### src/rtl/mem_arbiter.sv
// Single-owner arbiter/sequencer in front of the byte-serial memory controller.
// Optional icache starvation guard is enabled with `define ARB_STARVE_GUARD_EN.
module mem_arbiter #(
  parameter int          STARVE_LIMIT = 4,
  parameter logic [31:0] IO_BASE      = 32'h30000
) (
  input  logic        clk_in,
  input  logic        rst_in,
  input  logic        rdy_in,
  input  logic        ic_valid,
  input  logic [31:0] ic_addr,
  input  logic        lsb_valid,
  input  logic [31:0] lsb_addr,
  input  logic [31:0] lsb_data,
  input  logic        lsb_r_nw,
  input  logic [2:0]  lsb_type,
  input  logic        flush_in,
  input  logic        io_buffer_full,
  output logic        mc_activate,
  output logic [31:0] mc_addr,
  output logic [31:0] mc_data,
  output logic        mc_r_nw,
  output logic [2:0]  mc_type,
  input  logic [31:0] mc_data_in,
  input  logic        mc_done,
  output logic        ic_done,
  output logic [31:0] ic_rdata,
  output logic        lsb_done,
  output logic [31:0] lsb_rdata,
  output logic        busy
);

  typedef enum logic [1:0] {IDLE, BUSY, RESP} state_t;
  typedef enum logic [1:0] {OWN_NONE, OWN_IC, OWN_LSB} owner_t;

  state_t state, state_nxt;
  owner_t owner;
  logic   cancel;
  logic   ic_elig, lsb_elig, lsb_io_wr, force_ic;
  logic   grant_ic, grant_lsb;

  if (STARVE_LIMIT < 1) begin : g_bad_limit
    $error("mem_arbiter: STARVE_LIMIT must be at least 1");
  end

  assign ic_elig   = ic_valid && !flush_in;
  assign lsb_io_wr = !lsb_r_nw && (lsb_addr >= IO_BASE) && (lsb_addr <= IO_BASE + 32'd7);
  assign lsb_elig  = lsb_valid && !(lsb_io_wr && io_buffer_full);

`ifdef ARB_STARVE_GUARD_EN
  localparam int CW = ($clog2(STARVE_LIMIT + 1) > 3) ? $clog2(STARVE_LIMIT + 1) : 3;
  logic [CW-1:0] starve_cnt;

  assign force_ic = (starve_cnt == CW'(STARVE_LIMIT));

  // Counts LSB wins over a waiting icache; saturates so a flushed icache can't wrap it.
  always_ff @(posedge clk_in) begin
    if (rst_in) begin
      starve_cnt <= '0;
    end else if (rdy_in) begin
      if (grant_ic || (state == IDLE && !ic_valid))
        starve_cnt <= '0;
      else if (grant_lsb && ic_valid && !force_ic)
        starve_cnt <= starve_cnt + CW'(1);
    end
  end
`else
  assign force_ic = 1'b0;
`endif

  always_comb begin
    state_nxt   = state;
    grant_ic    = 1'b0;
    grant_lsb   = 1'b0;
    mc_activate = 1'b0;
    busy        = 1'b0;
    ic_done     = 1'b0;
    lsb_done    = 1'b0;
    case (state)
      IDLE: begin
        if (lsb_elig && !(force_ic && ic_elig)) begin
          grant_lsb = 1'b1;
          state_nxt = BUSY;
        end else if (ic_elig) begin
          grant_ic  = 1'b1;
          state_nxt = BUSY;
        end
      end
      BUSY: begin
        mc_activate = 1'b1;
        busy        = 1'b1;
        if (mc_done) state_nxt = RESP;
      end
      RESP: begin
        busy      = 1'b1;
        ic_done   = (owner == OWN_IC) && !cancel;
        lsb_done  = (owner == OWN_LSB);
        state_nxt = IDLE;
      end
      default: state_nxt = IDLE;
    endcase
  end

  always_ff @(posedge clk_in) begin
    if (rst_in) begin
      state     <= IDLE;
      owner     <= OWN_NONE;
      cancel    <= 1'b0;
      mc_addr   <= '0;
      mc_data   <= '0;
      mc_r_nw   <= 1'b1;
      mc_type   <= '0;
      ic_rdata  <= '0;
      lsb_rdata <= '0;
    end else if (rdy_in) begin
      state <= state_nxt;
      if (grant_lsb) begin
        owner   <= OWN_LSB;
        mc_addr <= lsb_addr;
        mc_data <= lsb_data;
        mc_r_nw <= lsb_r_nw;
        mc_type <= lsb_type;
      end else if (grant_ic) begin
        owner   <= OWN_IC;
        mc_addr <= ic_addr;
        mc_data <= '0;
        mc_r_nw <= 1'b1;
        mc_type <= 3'b000;
      end
      // A cancelled fetch still runs to completion; only its done pulse is dropped.
      if (state == BUSY) begin
        if (owner == OWN_IC && flush_in) cancel <= 1'b1;
        if (mc_done) begin
          if (owner == OWN_IC) ic_rdata  <= mc_data_in;
          else                 lsb_rdata <= mc_data_in;
        end
      end
      if (state == RESP) cancel <= 1'b0;
    end
  end

endmodule

### config.mk
export PLATFORM = sky130hd
export DESIGN_NAME = mem_arbiter
export DESIGN_NICKNAME = d
export VERILOG_FILES = /design/src/rtl/mem_arbiter.sv
export SDC_FILE = /design/constraint.sdc
export NUM_CORES = 1
export LEC_CHECK = 0
export ABC_AREA = 1
export CORE_MARGIN = 3
export CORE_UTILIZATION = 45
export CTS_BUF_LIST = sky130_fd_sc_hd__clkbuf_8
export CTS_CLUSTER_DIAMETER = 100
export DETAILED_ROUTE_END_ITERATION = 10
export GPL_TIMING_DRIVEN = 0
export HOLD_SLACK_MARGIN = 0.05
export PLACE_DENSITY = 0.85
export SYNTH_ARGS = -nofsm -noshare
export SYNTH_HDL_FRONTEND = slang
export SYNTH_SLANG_ARGS = --single-unit
### constraint.sdc
create_clock -name clk_in -period 2.5 [get_ports clk_in]
set_input_delay 0.25 -clock clk_in [delete_from_list [all_inputs] [get_ports clk_in]]
set_output_delay 0.25 -clock clk_in [all_outputs]
set_load 0.02 [all_outputs]
== Yosys cells after proc, flatten, opt, wreduce, memory -nomap -nowiden ==
Cells that the tools add are included.

* Order comparisons: 2
* Equality and inequality tests: 6
* Muxes and demuxes: 26
* Bitwise operators: 1
* Reductions and logical operators: 21

{| class="wikitable"
|+ Operators with widths
! cell !! number
|-
| $mux W32 || 4
|-
| $ge A32 B18 Y1 const B || 1
|-
| $le A32 B18 Y1 const B || 1
|-
| $mux W1 || 14
|-
| $mux W2 || 5
|-
| $reduce_and A4 Y1 || 2
|-
| $logic_and A1 B1 Y1 || 7
|-
| $mux W3 || 2
|-
| $reduce_and A3 Y1 || 2
|-
| $reduce_bool A2 Y1 || 3
|-
| $eq A2 B1 Y1 const B || 2
|-
| $eq A2 B2 Y1 const B || 2
|-
| $logic_not A1 Y1 || 4
|-
| $pmux W2 S2 || 1
|-
| $ne A3 B3 Y1 const B || 1
|-
| $logic_not A2 Y1 || 1
|-
| $ne A2 B2 Y1 const B || 1
|-
| $reduce_and A2 Y1 || 1
|-
| $reduce_or A2 Y1 || 1
|-
| $not A1 Y1 || 1
|}

* Register bits after elaboration: 137
* Bits of input ports: 140
* Output and inout bits: 136
* Word-level logic and storage cells: 65

== Longest topological paths before layout ==
* Depth in word-level cells: 10
* Gate-level depth with buffers: 13
* Gate-level depth less buffers: 11

== Worst setup path after synthesis ==
OpenSTA, ideal clock, no wires.

* Path type: register to register
* From: register state[1]
* To: register ic_rdata[10]
* Library setup time: 116 ps
* Arrival: 1562 ps
* Required time: 2384 ps
* Path slack: 823 ps
* Cell stages (with the launch flop): 11
* Buffers on the path: 1
* Clock period less this slack: 1677 ps
* Cell sequence: dfxtp_1 inv_1 ha_1 nand2_1 nor2_1 inv_1 nor2_1 inv_1 clkbuf_1 nor2_1 nor2_1

* Cells in the longest elaborated chain, start to end: 2

{| class="wikitable"
|+ Ends and longest elaborated chain
! item !! line !! text
|-
| from (decl) || 36 || <nowiki>state_t state, state_nxt;</nowiki>
|-
| from (signal assigned) || 116 || <nowiki>state <= state_nxt;</nowiki>
|-
| $eq A2 B1 Y1 || 131 || <nowiki>if (state == BUSY) begin</nowiki>
|-
| $reduce_and A4 Y1 (no line) || n/a ||
|-
| to (signal assigned) || 134 || <nowiki>if (owner == OWN_IC) ic_rdata <= mc_data_in;</nowiki>
|-
| to (decl) || 27 || <nowiki>output logic [31:0] ic_rdata,</nowiki>
|}

No other way between the ends.
A chain may end at the register's enable or synchronous reset.

== Final worst setup path ==
* From: register state[0]
* To: output ic_done

* Cells in the longest elaborated chain, start to end: 2

{| class="wikitable"
|+ Ends and longest elaborated chain
! item !! line !! text
|-
| $eq A2 B2 Y1 || 79 || <nowiki>case (state)</nowiki>
|-
| $mux W1 || 79 ||
|-
| to (decl) || 26 || <nowiki>output logic ic_done,</nowiki>
|}

No other way between the ends.

==> metrics <==
nets 1192; RSZ-0062 raised after global routing no; crit share post-route 87.7%; Avg Vias per Cell 4.92; # diodes 0; wire length per cell 15.9 µm; htree depth 4; Mapped Area 5510 µm²; Clock Latency Late Sink 0.45 ns; number of synthesized flops with an enable pin 0; worst slew pin tran 0.699 ns; RD Place Congestion 0.910; Post-Syn Instances 756; Fin. Hold Viols 0; Final Critical Period 2.19 ns; CP max stage delay 0.66 ns; synthesized net count 899; status completed; first-pass GRT wire length 29100 µm; Final Skew 0.00487 ns; Fmax achieved 456 MHz; DR iter-0 viols 439; antenna violations before repair 1; Detailed Route WL 19200 µm; Post-synth top cells nand2_1, nor2_1, dfxtp_1; most common cell type on the critical path inv_1; Main synth FF type dfxtp_1; Slew Viols, Final 0; CP Capture Type output port; Slew Limit Headroom 53.4%; area of the core 11700 µm²; DR pass1 iterations 7; count leader, synth nand2_1; Power Dens Cells 570 nW/µm²; Worst EP required 2.25 ns; vias in the first global route 5565; DRC violations left 0; gr ovfl total 0; post-route antenna net violation count 0; CTS tree built; Final setup viols 0; crit path kind flip-flop to output port; setup TNS 0 ns; CTS buffer count 17; Initial Util 47.0%; Max IR drop VDD 0.000376 V; Synth area leaders dfxtp_1, nand2_1, nor2_1, o21ai_0, a21oi_1; Setup Fix Bufs, Post-CTS 0; Clock Pin Slew Worst Setup and Hold Paths 0.07 ns; number of max-cap violations 0; Async S/R FF share, synth 0%; Die W 117 µm; Pleak 3.45 nW; CP max FO 3; worst min path class primary input to flip-flop; post-cts repair resize count 0; top-area cell type share of the netlist area 49.8%; slowest CP cell clkdlybuf4s50_1; count of different cell masters after synthesis 26; I/O Pins 276; post-synth top area cell dfxtp_1; cts hold-fix bufs 0; sequential area share after synthesis 49.8%; layout cells sized above 1 6.70%; delay-heaviest family, CP buffers and inverters; Root Driver clkbuf_8; Startpoint Class flip-flop; worst path bufs/invs 3; Seq cells post-synth 137; Die H 117 µm; crit path cell chain inv_1, ha_1, inv_1, nor3_1, clkdlybuf4s50_1; Synth warnings 0; largest net degree at the start of global routing 17; All-Layer GR Usage 27.9%; Cell Count Post-Placement 1173; Max Root-Sink Buffers 2; arrival time at the worst endpoint 1.94 ns; area delta synth->final 59.9%; clock sinks 137; die area 13600 µm²; Final Non-Filler Cells 1203; Core Rows 39; IO buf count 274; post-DP HPWL 14800 µm; Vias 5923; syn avg cell area 7.28 µm²
power breakdown:
group	switching [mW]	total (mW)	internal, mW
Sequential	0.0479	2.32	2.27
Clock	0.812	1.75	0.940
Combinational	0.482	0.951	0.469
registers in the layout, indices dropped and copies added (netlist names):
name	cells
ic_rdata	32
cancel	1
mc_data	32
mc_r_nw	1
state	2
owner	2
lsb_rdata	32
mc_addr	32
mc_type	3
layout make-up:
| cell class | instances | area [µm²] |
|---|---|---|
| clock inverters | 10 | 104 |
| well taps | 143 | 179 |
| fillers | 957 | 2900 |
| inverters | 47 | 179 |
| multi-input cells | 522 | 2340 |
| plain buffers | 50 | 249 |
| repair buffers | 274 | 2740 |
| clock buffers | 20 | 275 |
| flip-flops and latches | 137 | 2740 |
kinds of logic after synthesis:
kind of cell	Yosys count	synth area share, %
buffers and inverters	97	7.77
AO/OA/AOI/OAI	171	16.5
flip-flops	137	49.8
AND/OR/NAND/NOR	348	25.2
adder cells (fa/ha/maj)	3	0.682
path summary, 6_finish.rpt:
check / slack [ns] / start / end / cells after the start
worst min-delay path: 0.36 / rst_in / mc_addr[9] / 2
worst max register to register: 0.54 / state[1] / ic_rdata[5] / 10
worst min register to register: 0.46 / mc_data[15] / mc_data[15] / 2
worst max-delay path: 0.31 / state[0] / ic_done / 5
layer usage:
| layer | share of wire [%] | up-vias | GRT usage, % |
|---|---|---|---|
| li1 | - | 3002 | - |
| met1 | 38 | 2617 | 31.0 |
| met2 | 48 | 263 | 48.1 |
| met3 | 10 | 39 | 10.1 |
| met4 | 3.0 | 2 | 12.3 |
| met5 | 0.057 | - | 0 |
metrics by stage:
step	power, mW	setup slack [ns]	util (%)	hold slack (ns)	instance area [µm²]
floorplan	2.80	0.823	-	0.369	5510
global placement	3.30	0.225	72.0	0.449	8430
global route	5.22	0.125	75.2	0.383	8810
finish	5.02	0.307	75.2	0.358	8810
detailed placement	3.31	0.239	72.0	0.454	8430
CTS	5.05	0.257	75.2	0.348	8810
cell usage in the layout, fill, tap and decap left out, types with 10 or more instances in the layout:
cell,count
o21ai_0,85
clkbuf_1,30
buf_2,13
a21oi_1,61
nand3_1,38
o21ai_1,11
nand2_2,11
clkdlybuf4s50_1,274
clkbuf_8,20
dfxtp_1,137
a21oi_2,10
inv_1,45
nand2_1,155
nor2_1,141
Note: power is estimated with default switching activity, not from simulation.
